File: src/rtl/mmio_periph_ctrl.sv
// Memory-mapped peripheral controller: LED register, scanned seven-segment
// display with hex decode, free-running system tick and a reloadable timer
// with a maskable level interrupt. Read data is registered.
module mmio_periph_ctrl #(
    parameter logic [31:0] BASE_ADDR      = 32'h40000000,
    parameter int unsigned LED_WIDTH      = 8,
    parameter int unsigned NUM_DIGITS     = 4,
    parameter logic [15:0] SCAN_DIV_RESET = 16'd50000
) (
    input  logic                  clk,
    input  logic                  reset,
    input  logic [31:0]           i_address,
    input  logic                  i_control_read,
    input  logic                  i_control_write,
    input  logic [31:0]           i_control_write_data,
    output logic [31:0]           o_control_read_data,
    output logic [LED_WIDTH-1:0]  o_led,
    output logic [7:0]            o_seg,
    output logic [NUM_DIGITS-1:0] o_an,
    output logic                  o_irq
);

    localparam int unsigned DIG_W = 5 * NUM_DIGITS;
    localparam int unsigned IDX_W = (NUM_DIGITS > 1) ? $clog2(NUM_DIGITS) : 1;

    logic [31:0]          th;
    logic [31:0]          tl;
    logic                 en;
    logic                 ie;
    logic                 status;
    logic [LED_WIDTH-1:0] led;
    logic [DIG_W-1:0]     digits;
    logic [31:0]          systick;
    logic [15:0]          scan_div;
    logic [15:0]          scan_cnt;
    logic [IDX_W-1:0]     digit_idx;
    logic [31:0]          read_data;

    logic sel_th, sel_tl, sel_tcon, sel_led, sel_digits, sel_systick, sel_scan_div;
    logic [31:0] rd_mux;
    logic        overflow;
    logic [15:0] scan_last;
    logic [3:0]  nibble;
    logic        dp;
    logic [6:0]  seg_dec;

    assign sel_th       = (i_address == BASE_ADDR + 32'h00);
    assign sel_tl       = (i_address == BASE_ADDR + 32'h04);
    assign sel_tcon     = (i_address == BASE_ADDR + 32'h08);
    assign sel_led      = (i_address == BASE_ADDR + 32'h0C);
    assign sel_digits   = (i_address == BASE_ADDR + 32'h10);
    assign sel_systick  = (i_address == BASE_ADDR + 32'h14);
    assign sel_scan_div = (i_address == BASE_ADDR + 32'h18);

    assign overflow  = en && (tl == 32'hFFFF_FFFF);
    assign scan_last = (scan_div == 16'd0) ? 16'd0 : scan_div - 16'd1;

    // Read mux over pre-edge register values; unused bits read 0
    always_comb begin
        rd_mux = '0;
        if (sel_th) begin
            rd_mux = th;
        end else if (sel_tl) begin
            rd_mux = tl;
        end else if (sel_tcon) begin
            rd_mux[2:0] = {status, ie, en};
        end else if (sel_led) begin
            rd_mux[LED_WIDTH-1:0] = led;
        end else if (sel_digits) begin
            rd_mux[DIG_W-1:0] = digits;
        end else if (sel_systick) begin
            rd_mux = systick;
        end else if (sel_scan_div) begin
            rd_mux[15:0] = scan_div;
        end
    end

    // Register file, timer, system tick and scan counter
    always_ff @(posedge clk) begin
        if (!reset) begin
            th        <= '0;
            tl        <= '0;
            en        <= 1'b0;
            ie        <= 1'b0;
            status    <= 1'b0;
            led       <= '0;
            digits    <= '0;
            systick   <= '0;
            scan_div  <= SCAN_DIV_RESET;
            scan_cnt  <= '0;
            digit_idx <= '0;
            read_data <= '0;
        end else begin
            read_data <= i_control_read ? rd_mux : '0;

            if (i_control_write && sel_th) begin
                th <= i_control_write_data;
            end

            // TL write has priority over both increment and reload
            if (i_control_write && sel_tl) begin
                tl <= i_control_write_data;
            end else if (en) begin
                tl <= overflow ? th : tl + 32'd1;
            end

            // Overflow set is applied after W1C so the set wins a collision
            if (i_control_write && sel_tcon) begin
                en <= i_control_write_data[0];
                ie <= i_control_write_data[1];
                if (i_control_write_data[2]) begin
                    status <= 1'b0;
                end
            end
            if (overflow) begin
                status <= 1'b1;
            end

            if (i_control_write && sel_led) begin
                led <= i_control_write_data[LED_WIDTH-1:0];
            end

            if (i_control_write && sel_digits) begin
                digits <= i_control_write_data[DIG_W-1:0];
            end

            if (i_control_write && sel_systick) begin
                systick <= i_control_write_data;
            end else begin
                systick <= systick + 32'd1;
            end

            // A divider write restarts the dwell on the current digit
            if (i_control_write && sel_scan_div) begin
                scan_div <= i_control_write_data[15:0];
                scan_cnt <= '0;
            end else if (scan_cnt >= scan_last) begin
                scan_cnt <= '0;
                if (digit_idx == IDX_W'(NUM_DIGITS - 1)) begin
                    digit_idx <= '0;
                end else begin
                    digit_idx <= digit_idx + 1'b1;
                end
            end else begin
                scan_cnt <= scan_cnt + 16'd1;
            end
        end
    end

    // Select the active digit's nibble, dp flag and anode enable
    always_comb begin
        nibble = '0;
        dp     = 1'b0;
        o_an   = '1;
        for (int unsigned k = 0; k < NUM_DIGITS; k++) begin
            if (digit_idx == IDX_W'(k)) begin
                nibble  = digits[4*k +: 4];
                dp      = digits[4*NUM_DIGITS + k];
                o_an[k] = 1'b0;
            end
        end
    end

    // Active-low hex to seven-segment decode, [0]=a .. [6]=g
    always_comb begin
        case (nibble)
            4'h0:    seg_dec = 7'h40;
            4'h1:    seg_dec = 7'h79;
            4'h2:    seg_dec = 7'h24;
            4'h3:    seg_dec = 7'h30;
            4'h4:    seg_dec = 7'h19;
            4'h5:    seg_dec = 7'h12;
            4'h6:    seg_dec = 7'h02;
            4'h7:    seg_dec = 7'h78;
            4'h8:    seg_dec = 7'h00;
            4'h9:    seg_dec = 7'h10;
            4'hA:    seg_dec = 7'h08;
            4'hB:    seg_dec = 7'h03;
            4'hC:    seg_dec = 7'h46;
            4'hD:    seg_dec = 7'h21;
            4'hE:    seg_dec = 7'h06;
            default: seg_dec = 7'h0E;
        endcase
    end

    assign o_seg               = {~dp, seg_dec};
    assign o_led               = led;
    assign o_irq               = status & ie;
    assign o_control_read_data = read_data;

endmodule
File: config.mk
export PLATFORM = sky130hd
export DESIGN_NAME = mmio_periph_ctrl
export DESIGN_NICKNAME = d
export VERILOG_FILES = /design/src/rtl/mmio_periph_ctrl.sv
export SDC_FILE = /design/constraint.sdc
export NUM_CORES = 1
export LEC_CHECK = 0
export BUFFER_PORTS_ARGS = -buffer_cell sky130_fd_sc_hd__buf_2
export CAP_MARGIN = 40
export CORE_UTILIZATION = 35
export DETAILED_ROUTE_END_ITERATION = 10
export GPL_ROUTABILITY_DRIVEN = 0
export PLACE_DENSITY = 0.55
export SYNTH_ARGS = -nofsm -noshare
export SYNTH_HDL_FRONTEND = slang
export SYNTH_SLANG_ARGS = --single-unit
File: constraint.sdc
create_clock -name clk -period 3.3 [get_ports clk]
set_clock_uncertainty 0.1 [all_clocks]
set_input_delay 0 -clock clk [delete_from_list [all_inputs] [get_ports clk]]
set_output_delay 0 -clock clk [all_outputs]
set_load 0.005 [all_outputs]
==> results of run 1 <==
metal layers:
metal  track usage (%)  part of all wire (%)  vias up
li1                  -                     -     4838
met1             29.71                    46     4696
met2             35.63                    47      270
met3             3.246                   5.3       39
met4             6.453                   1.6        0
met5                 0                     0        -
Yosys cell counts (13+ instances only):
cell type  count  area share (%)
mux2i_1       40             3.9
o21ai_0       67             3.3
ha_1          31             3.8
inv_1         29             1.1
nor4_1        17             1.0
xor2_1        35             3.0
a222oi_1      20             1.9
a21oi_1       83             4.0
a211oi_1      27             2.0
clkbuf_1      61             2.2
xnor2_1       25             2.1
and3_1        19             1.2
dfxtp_1      193              38
nand2_1      164             6.0
a22oi_1       17             1.2
nor3_1        20            0.97
and4_1        13             1.1
nand3_1       77             3.7
nand4_1       27             1.6
buf_2         19            0.93
nor2_1       126             4.6
layout make-up:
| class | count | area, µm² | share of cell area (%) |
|---|---|---|---|
| multi-input cells | 958 | 6017 | 48.99 |
| well taps | 384 | 480.5 | 3.912 |
| repair buffers | 189 | 1212 | 9.872 |
| inverters | 29 | 108.9 | 0.8863 |
| clock buffers | 17 | 425.4 | 3.464 |
| flip-flops and latches | 193 | 3865 | 31.47 |
| clock inverters | 15 | 172.7 | 1.406 |
power breakdown:
part | total (mW) | leakage [nW] | switching (mW) | internal, mW
registers | 2.34 | 1.56 | 0.00697 | 2.33
logic | 0.220 | 2.92 | 0.137 | 0.0823
clock network | 2.12 | 0.289 | 1.04 | 1.08
total | 4.68 | 4.76 | 1.18 | 3.49
state kept, by name, summed over array words and instances (netlist names):
signal	count
scan_cnt	16
systick	32
tl	32
scan_div	16
o_control_read_data	32
status	1
ie	1
th	32
o_led	8
digit_idx	2
digits	20
en	1
cells by family (layout without fill, tap and decap cells):
| logic type | Yosys count | in the layout | synth area share, % |
|---|---|---|---|
| AND/OR/NAND/NOR | 514 | 514 | 24.63 |
| AO/OA/AOI/OAI | 305 | 305 | 19.66 |
| flip-flops | 193 | 193 | 37.59 |
| buffers and inverters | 114 | 250 | 4.467 |
| XOR/XNOR | 60 | 60 | 5.113 |
| multiplexers | 48 | 48 | 4.772 |
| adder cells (fa/ha/maj) | 31 | 31 | 3.774 |
worst min-delay path: stages:
cell,delay (ps)
buf_2,280
nor3_1,240
nor4_1,70
path summary, 6_finish.rpt:
| path | depth (start not counted) | slack, ps | end | start |
|---|---|---|---|---|
| min | 3 | 90 | o_control_read_data[0]$_SDFF_PN0_ | i_address[2] |
| max reg2reg | 11 | 200 | scan_cnt[12]$_SDFF_PP0_ | scan_div[6]$_SDFFE_PN1P_ |
| max | 11 | 200 | scan_cnt[12]$_SDFF_PP0_ | scan_div[6]$_SDFFE_PN1P_ |
| min reg2reg | 2 | 380 | th[4]$_SDFFE_PN0P_ | th[4]$_SDFFE_PN0P_ |
through the flow:
step / utilization (%) / power [mW] / instances / worst slack (ps)
floorplan: - / 2.478 / 1265 / 280.6
global placement: 39.19 / 2.581 / 1718 / 225.5
detailed placement: 39.19 / 2.582 / 1718 / 145.0
CTS: 42.48 / 4.710 / 1785 / 34.66
global route: 42.67 / 4.816 / 1785 / 9.976
finish: 42.67 / 4.678 / 1785 / 201.3
timing repair:
action                                  in CTS  in global routing
endpoints found under the setup margin       0                 24
hold buffers                                35                  0
hold endpoints to repair                   145                  0
resized for setup                            0                 14
==> metrics.cfg, run 1 <==
[global_routing]
grt_pass1_vias = 9349
grt_max_degree = 69
gr-total-overflow = 0
grt_usage_pct = 21.84
antenna_found_initial = 0
grt_pass1_wl_mm = 52.07

[critical_path]
slowest_delay_ps = 610
cp_max_fo = 16
critPathLaunchType = register
worst_path_most_repeated_cell = nand4_1
worstPathRequired_ps = 3540
slowest_stage = or4_1
worstPathCellList = or4_1 > or3_1 > xnor2_1 > nand2_1 > ha_1 > nand4_1 > nor3_2 > o211ai_1 > nand4_1 > buf_6 > nor2_1
cp.arrival_ps = 3340
crit_buf_inv = 1
endpoint_kind = register
critPathKind = reg2reg
critPathTopFamily = simple AND/OR/NAND/NOR gates

[sta]
period_needed_ps = 3099
slew_viol_final = 0
finalSetupTns_ps = 0
whs_ps = 90.89
fin_crit_sh_pct = 93.90
rsz0062_at_grt = false
timing.slew.headroom_pct = 44.35
worst_pin_slew_ps = 832.7
hold_viol_final = 0
clock.fmax_ghz = 0.3227
finalSetupViolCount = 0

[cells_and_area]
layout-drive-gt1-share_pct = 16.13
nNetsFinal = 1487
final_common_cell = dfxtp_1
finish.instance_area_mm2 = 0.01228
syn2layout_area_growth_pct = 19.49
fillers = 2920
mostFrequentLayoutCells = dfxtp_1, nand2_1, nor2_1
antenna_cells = 0

[cts]
clk_pin_slew_ps = 80
clock_path_buffers = 2
clkSinkCount = 193
ctsRootBufferMaster = clkbuf_16
cts_made_buffers = 17
cts_max_level = 4
clk_latency_ps = 450
post_cts_buffers = 0
cts_tree = done

[synth]
syn_nets = 1364
ys_seq_elements = 193
postSynth.asyncResetShare_pct = 0
syn_area_per_cell_um2 = 8.125
ys_warn_count = 0
synth_cell_types = 68
seq_area_frac_synth_pct = 37.59
synth_ff_type = dfxtp_1
syn-instance-count = 1265
synth_edf_count = 0
syn_area_mm2 = 0.01028

[detailed_routing]
ant_nets = 0
dr_total_vias = 9843
route.detailed.drc = 0
avgViaCountPerCell = 5.514
wl_mm = 32.75
initialDrtViolationCount = 751
wl_per_cell_um = 18.35
dr.pass1.iters = 7

[floorplan]
row_count = 62
die-area_mm2 = 0.03006
core-area_mm2 = 0.02878
start_util_pct = 35.71
die_h_um = 173.4
ioPinCount = 121
die_w_um = 173.4

[placement]
place_hpwl_mm = 23.11
io_buffer_count = 120
placed_cell_area_mm2 = 0.01128

[pwr]
powerDensity_mw_per_mm2 = 380.9
ir_drop_mv = 0.3386
leakage_nw = 4.765

[hold_path]
worstHoldPathType = in2reg

[job]
maxCapViolCount = 0

[run_status]
status = completed

Power figures use the tool's default switching activity.
==> run 2: changes to the inputs <==
--- a/config.mk
+++ b/config.mk
@@ -5,12 +5,13 @@
 export SDC_FILE = /design/constraint.sdc
 export NUM_CORES = 1
 export LEC_CHECK = 0
+export ABC_AREA = 1
 export BUFFER_PORTS_ARGS = -buffer_cell sky130_fd_sc_hd__buf_2
 export CAP_MARGIN = 40
 export CORE_UTILIZATION = 35
 export DETAILED_ROUTE_END_ITERATION = 10
 export GPL_ROUTABILITY_DRIVEN = 0
-export PLACE_DENSITY = 0.55
+export PLACE_DENSITY = 0.57
 export SYNTH_ARGS = -nofsm -noshare
 export SYNTH_HDL_FRONTEND = slang
 export SYNTH_SLANG_ARGS = --single-unit
==> run 2 against run 1 <==
  * Non-clock buffer count fell by 14
  * Register-to-register slack improved by 98 ps
  * Sequential power barely moved
  * Core utilization is 0.63 points lower
  * Count of clock-buffer cells in the layout is the same
  * Total power shrank 1.5%
  * Clock power down 4%
  * Critical endpoint is now scan_cnt[2]$_SDFF_PP0_
==> metrics.cfg, run 2 <==
[run_status]
status = completed  ; unchanged

[detailed_routing]
dr.pass1.iters = 5  ; was 7
wl_per_cell_um = 17.68  ; was 18.35 µm
ant_nets = 0  ; unchanged
wl_mm = 40.48  ; was 32.75 mm
avgViaCountPerCell = 5.287  ; was 5.514
dr_total_vias = 12100  ; was 9,843
initialDrtViolationCount = 1081  ; was 751
route.detailed.drc = 0  ; unchanged

[cells_and_area]
layout-drive-gt1-share_pct = 10.92  ; was 16.13%
final_common_cell = nand2_1  ; was dfxtp_1
finish.instance_area_mm2 = 0.01334  ; was 0.01228 mm²
fin_cells = 2289  ; was 1,785
mostFrequentLayoutCells = nand2_1, nor2_1, inv_1  ; was dfxtp_1, nand2_1, nor2_1
fillers = 3397  ; was 2,920
nNetsFinal = 1973  ; was 1,487
antenna_cells = 0  ; unchanged
syn2layout_area_growth_pct = 17.38  ; was 19.49%

[synth]
synth.most_common_cell = nand2_1  ; was dfxtp_1
syn-instance-count = 1740  ; was 1,265
synth_area_leaders = dfxtp_1, nand2_1, nor2_1, inv_1, o21ai_0  ; was dfxtp_1, nand2_1, nor2_1, a21oi_1, mux2i_1
synth_ff_type = dfxtp_1  ; unchanged
yosys.area.top_type = dfxtp_1  ; unchanged
postSynth.asyncResetShare_pct = 0  ; unchanged
synth_edf_count = 0  ; unchanged
ys_warn_count = 0  ; unchanged
syn_nets = 1839  ; was 1,364
synth_cell_types = 45  ; was 68
synth_commonest_cells = nand2_1, nor2_1, inv_1, dfxtp_1, o21ai_0  ; was dfxtp_1, nand2_1, nor2_1, a21oi_1, nand3_1
seq_area_frac_synth_pct = 34.01  ; was 37.59%
synth_top_area_share_pct = 34.01  ; was 37.59%
ys_seq_elements = 193  ; unchanged
syn_area_per_cell_um2 = 6.530  ; was 8.125 µm²
syn_area_mm2 = 0.01136  ; was 0.01028 mm²

[global_routing]
grt_pass1_wl_mm = 63.18  ; was 52.07 mm
grt_pass1_vias = 11260  ; was 9,349
grt_max_degree = 76  ; was 69
gr-total-overflow = 0  ; unchanged
grt_usage_pct = 24.50  ; was 21.84%
antenna_found_initial = 1  ; was 0

[cts]
ctsRootBufferMaster = clkbuf_16  ; unchanged
clk_latency_ps = 460  ; was 450 ps
post_cts_buffers = 0  ; unchanged
clkSinkCount = 193  ; unchanged
clock_path_buffers = 2  ; unchanged
clk_pin_slew_ps = 80  ; about the same
cts_made_buffers = 17  ; unchanged
cts_max_level = 4  ; unchanged
cts_tree = done  ; unchanged

[critical_path]
r2r_cells = 15  ; was 11
worstPathRequired_ps = 3590  ; was 3540 ps
endpoint_kind = register  ; unchanged
cp_max_fo = 16  ; unchanged
cp.arrival_ps = 3290  ; was 3340 ps
critPathKind = reg2reg  ; unchanged
critPathLaunchType = register  ; unchanged

[sta]
finalSetupTns_ps = 0  ; unchanged
whs_ps = 59.76  ; was 90.89 ps
fin_crit_sh_pct = 90.92  ; was 93.90%
finalSetupViolCount = 0  ; unchanged
timing.slew.headroom_pct = 39.10  ; was 44.35%
worst_pin_slew_ps = 913.5  ; was 832.7 ps
hold_viol_final = 0  ; unchanged
clock.fmax_ghz = 0.3333  ; was 0.3227 GHz
period_needed_ps = 3000  ; was 3099 ps
slew_viol_final = 0  ; unchanged

[floorplan]
die_w_um = 182.2  ; was 173.4 µm
start_util_pct = 35.82  ; was 35.71%
row_count = 65  ; was 62
die_h_um = 182.2  ; was 173.4 µm
die-area_mm2 = 0.03319  ; was 0.03006 mm²
core-area_mm2 = 0.03172  ; was 0.02878 mm²
ioPinCount = 121  ; unchanged

[pwr]
leakage_nw = 5.330  ; was 4.765 nW
powerDensity_mw_per_mm2 = 345.6  ; was 380.9 mW/mm²
ir_drop_mv = 0.3601  ; was 0.3386 mV
finalPower_mw = 4.609  ; was 4.678 mW

[job]
maxCapViolCount = 0  ; unchanged

[placement]
placed_cell_area_mm2 = 0.01240  ; was 0.01128 mm²
dp.cells = 2224  ; was 1,718
io_buffer_count = 120  ; unchanged
place_hpwl_mm = 30.39  ; was 23.11 mm

[hold_path]
worstHoldPathType = in2reg  ; unchanged
hold_path_depth = 6  ; was 3

## run 2: changes by cell type in the layout (fill, tap and decap cells not counted), moves of 24 or more
cell,change
mux2i_1,-40
nand2_1,+176
nor2_1,+111
a21oi_1,+36
inv_1,+205
nand3_1,+24
o21ai_0,+92
## run 2: worst paths after layout
path                                               start                        end  slack, ps
worst max register to register  scan_div[8]$_SDFFE_PN1P_     scan_cnt[2]$_SDFF_PP0_        300
worst min-delay path                        i_address[2]  scan_div[11]$_SDFFE_PN0P_         60
worst max-delay path            scan_div[8]$_SDFFE_PN1P_     scan_cnt[2]$_SDFF_PP0_        300
worst min register to register    scan_cnt[0]$_SDFF_PP0_     scan_cnt[0]$_SDFF_PP0_        370
## run 2: where the power goes
group,leakage (nW),internal [mW],switching (mW)
clock,0.262,0.987,1.05
combinational,3.51,0.0817,0.150
sequential,1.56,2.33,0.00646
## run 2: stage by stage
step,util (%),setup slack [ps]
detailed placement,39.11,114.6
finish,42.05,299.7
floorplan,-,475.8
CTS,41.90,96.76
global placement,39.06,175.2
global route,42.05,-26.70
## run 2: kinds of logic after synthesis
kind of cell,synth area share (%)
AOI/OAI and AO/OA,19.37
DFF,34.01
buffers and inverters,10.13
adders and majority gates,3.414
and+or+nand+nor,29.15
xor gates and xnor gates,3.931
## run 2: final cells by class
class | count | area (µm²) | share of cell area (%)
multi-input cells | 1246 | 6391 | 47.92
flip-flops and latches | 193 | 3864 | 28.97
repair buffers | 175 | 1120 | 8.397
inverters | 241 | 904.6 | 6.783
well taps | 402 | 503.0 | 3.771
clock buffers | 17 | 425.4 | 3.190
clock inverters | 15 | 128.9 | 0.9663
## run 2: repair_timing
item                       CTS  global route
hold buffers                33             0
resized for setup            0            12
setup endpoints to repair    0            23
hold endpoints to repair   139             0
## run 2: per-layer routing
layer  track usage (%)  vias up  part of all wire, %
li1                  -     6002                    -
met4             7.092        2                  1.9
met2             39.83      418                   46
met3             3.672       46                  6.5
met5                 0        -                0.020
met1             33.47     5635                   46
## run 2: critical path, stage by stage, from the launching register on
cell and delay, ps:
dfxtp_1 370, nor2_1 280, nand2_1 140, nor4_1 220
nand4_1 240, o21ai_0 170, ha_1 280, nand2_1 90
nor2_1 60, a21boi_0 130, o21ai_0 210, nand3_2 130
nor2_1 110, nand2_1 70, buf_6 190, nor3_1 120
==> run 3: changes to the inputs <==
--- a/config.mk
+++ b/config.mk
@@ -8,10 +8,11 @@
 export ABC_AREA = 1
 export BUFFER_PORTS_ARGS = -buffer_cell sky130_fd_sc_hd__buf_2
 export CAP_MARGIN = 40
+export CORE_MARGIN = 2
 export CORE_UTILIZATION = 35
 export DETAILED_ROUTE_END_ITERATION = 10
 export GPL_ROUTABILITY_DRIVEN = 0
-export PLACE_DENSITY = 0.57
+export PLACE_DENSITY = 0.6
 export SYNTH_ARGS = -nofsm -noshare
 export SYNTH_HDL_FRONTEND = slang
 export SYNTH_SLANG_ARGS = --single-unit
==> run 3 against run 2 <==
  * Non-clock buffer count is 1 lower
  * Count of clock-buffer cells in the layout is 2 higher
  * Die area is 2.2% higher
  * Core utilization is 0.16 points higher
  * Worst setup slack worse by 36 ps
  * Global-route usage is 0.70 points lower
  * Clock power is 9.8% higher
  * Critical path type unchanged
  * Critical endpoint is now scan_cnt[11]$_SDFF_PP0_
  * Largest power group unchanged
==> metrics.cfg, run 3 (synthesis gave the netlist of run 2 again) <==
[cells_and_area]
final_util_pct = 42.21  ; was 42.05%
fin_cells = 2321  ; was 2,289
syn2layout_area_growth_pct = 18.14  ; was 17.38%
final_common_cell = nand2_1  ; unchanged
ff_latch_area_mm2 = 0.003864  ; unchanged
fillers = 3412  ; was 3,397
multi_input_area_mm2 = 0.006375  ; was 0.006391 mm²
layout-drive-gt1-share_pct = 10.66  ; was 10.92%
mostFrequentLayoutCells = nand2_1, nor2_1, inv_1  ; unchanged
nNetsFinal = 1972  ; was 1,973
antenna_cells = 0  ; unchanged

[critical_path]
endpoint_kind = register  ; unchanged
worstPathRequired_ps = 3580  ; was 3590 ps
r2r-end = scan_cnt[11]$_SDFF_PP0_  ; was scan_cnt[2]$_SDFF_PP0_
cp.arrival_ps = 3310  ; was 3290 ps
cp_max_fo = 16  ; unchanged
r2r_cells = 18  ; was 15
reg2reg_slack_ps = 260  ; was 300 ps
crit_buf_inv = 4  ; was 1
r2r-start = scan_div[0]$_SDFFE_PN0P_  ; was scan_div[8]$_SDFFE_PN1P_
critPathTopFamily = simple AND/OR/NAND/NOR gates  ; unchanged
slowest_stage = dfxtp_1  ; unchanged
slowest_delay_ps = 330  ; was 370 ps
cp.depth = 18  ; was 15
critPathKind = reg2reg  ; unchanged
critPathLaunchType = register  ; unchanged
worstPathCellList = inv_1 > ha_1 > nand2_1 > nor2_2 > nand3_1 > o21ai_0 > nand3_1 > ha_1 > nand2_1 > inv_1 > nand3_1 > inv_1 > a21oi_1 > nand3_2 > nor2_1 > nand2_1 > buf_6 > nor3_1  ; was nor2_1 > nand2_1 > nor4_1 > nand4_1 > o21ai_0 > ha_1 > nand2_1 > nor2_1 > a21boi_0 > o21ai_0 > nand3_2 > nor2_1 > nand2_1 > buf_6 > nor3_1

[floorplan]
die_h_um = 184.2  ; was 182.2 µm
row_count = 65  ; unchanged
start_util_pct = 35.73  ; was 35.82%
die_w_um = 184.2  ; was 182.2 µm
die-area_mm2 = 0.03392  ; was 0.03319 mm²
core-area_mm2 = 0.03180  ; was 0.03172 mm²
ioPinCount = 121  ; unchanged

[sta]
worst_pin_slew_ps = 888.5  ; was 913.5 ps
timing.slew.headroom_pct = 40.77  ; was 39.10%
hold_viol_final = 0  ; unchanged
clock.fmax_ghz = 0.3293  ; was 0.3333 GHz
finalSetupTns_ps = 0  ; unchanged
finalSetupViolCount = 0  ; unchanged
slew_viol_final = 0  ; unchanged
whs_ps = 51.03  ; was 59.76 ps
fin_crit_sh_pct = 92.02  ; was 90.92%
period_needed_ps = 3037  ; was 3000 ps

[cts]
ctsRootBufferMaster = clkbuf_16  ; unchanged
clk_latency_ps = 470  ; was 460 ps
clkSinkCount = 193  ; unchanged
post_cts_buffers = 0  ; unchanged
clk_pin_slew_ps = 80  ; about the same
clock_path_buffers = 2  ; unchanged
cts_tree = done  ; unchanged
cts_max_level = 4  ; unchanged
cts_made_buffers = 17  ; unchanged

[detailed_routing]
ant_nets = 0  ; unchanged
route.detailed.drc = 0  ; unchanged
dr.pass1.iters = 6  ; was 5
initialDrtViolationCount = 1062  ; was 1,081
avgViaCountPerCell = 5.238  ; was 5.287
wl_per_cell_um = 17.24  ; was 17.68 µm
wl_mm = 40.01  ; was 40.48 mm
dr_total_vias = 12160  ; was 12,100

[pwr]
seqPwrFrac_pct = 48.6  ; was 50.7%
clkPwrFrac_pct = 46.6  ; was 44.2%
ir_drop_mv = 0.3848  ; was 0.3601 mV
swShare_pct = 25.05  ; was 26.21%
p_sw_mw = 1.205  ; was 1.208 mW
leakage_nw = 5.374  ; was 5.330 nW
p_comb_share_pct = 4.8  ; was 5.0%
internal_power_mw = 3.605  ; was 3.401 mW
powerDensity_mw_per_mm2 = 358.3  ; was 345.6 mW/mm²
finalPower_mw = 4.810  ; was 4.609 mW

[global_routing]
grt_pass1_wl_mm = 62.39  ; was 63.18 mm
grt_usage_pct = 23.80  ; was 24.50%
antenna_found_initial = 0  ; was 1
grt_max_degree = 76  ; unchanged
gr-total-overflow = 0  ; unchanged
grt_pass1_vias = 11330  ; was 11,260

[job]
maxCapViolCount = 0  ; unchanged

[hold_path]
hold_end = scan_div[11]$_SDFFE_PN0P_  ; unchanged
hold_path_depth = 6  ; unchanged
worstHoldPathType = in2reg  ; unchanged
hp-start = i_address[2]  ; unchanged

[placement]
io_buffer_count = 120  ; unchanged
place_hpwl_mm = 30.08  ; was 30.39 mm
dp.cells = 2256  ; was 2,224

[run_status]
status = completed  ; unchanged

-- run 3: timing repair --
action                                  in CTS  in global routing
hold buffers                                33                  0
endpoints found under the hold margin      139                  0
endpoints found under the setup margin       0                 22
resized for setup                            0                  7
-- run 3: worst max-delay path by stage --
stage	startpoint	to	slack, ps
final	scan_div[0]$_SDFFE_PN0P_	scan_cnt[11]$_SDFF_PP0_	260
after global placement	scan_div[2]$_SDFFE_PN0P_	scan_cnt[15]$_SDFF_PP0_	300
after CTS	scan_div[0]$_SDFFE_PN0P_	scan_cnt[15]$_SDFF_PP0_	190
after floorplan	scan_div[2]$_SDFFE_PN0P_	scan_cnt[15]$_SDFF_PP0_	480
after detailed placement	scan_div[0]$_SDFFE_PN0P_	scan_cnt[3]$_SDFF_PP0_	210
after global routing	scan_div[2]$_SDFFE_PN0P_	scan_cnt[3]$_SDFF_PP0_	-40
-- run 3: power by group through the flow --
stage               Combinational [mW]  Sequential [mW]  Clock (mW)
finish                           0.230             2.34        2.24
CTS                              0.225             2.34        2.27
global placement                 0.191             2.39           0
detailed placement               0.194             2.39           0
floorplan                       0.0802             2.39           0
global route                     0.248             2.34        2.36
-- run 3: worst reg2reg max path, stage by stage (launching register included) --
cell and delay, ps:
dfxtp_1 330, inv_1 140, ha_1 210, nand2_1 130, nor2_2 220, nand3_1 150
o21ai_0 200, nand3_1 110, ha_1 280, nand2_1 80, inv_1 40, nand3_1 90
inv_1 60, a21oi_1 170, nand3_2 140, nor2_1 120, nand2_1 70, buf_6 190
nor3_1 130
-- run 3: area by class of cell --
cell class,count,area share (%)
Clock buffer,19,3.374
Clock inverter,13,1.268
Inverter,241,6.739
Multi-Input combinational cell,1246,47.49
Sequential cell,193,28.78
Tap cell,435,4.055
Timing Repair Buffer,174,8.287
-- run 3: layer usage --
layer | part of all wire [%] | global-route usage (%)
met1 | 44 | 31.62
met2 | 46 | 38.40
met3 | 7.6 | 4.525
met4 | 2.7 | 8.672
met5 | 0 | 0
-- run 3: metrics by stage --
stage	worst slack, ps	area (µm²)
4_1_cts	190.9	13390
5_1_grt	-35.08	13420
3_5_place_dp	212.8	12440
3_3_place_gp	300.2	12420
2_1_floorplan	475.8	11360
6_report	263.4	13420
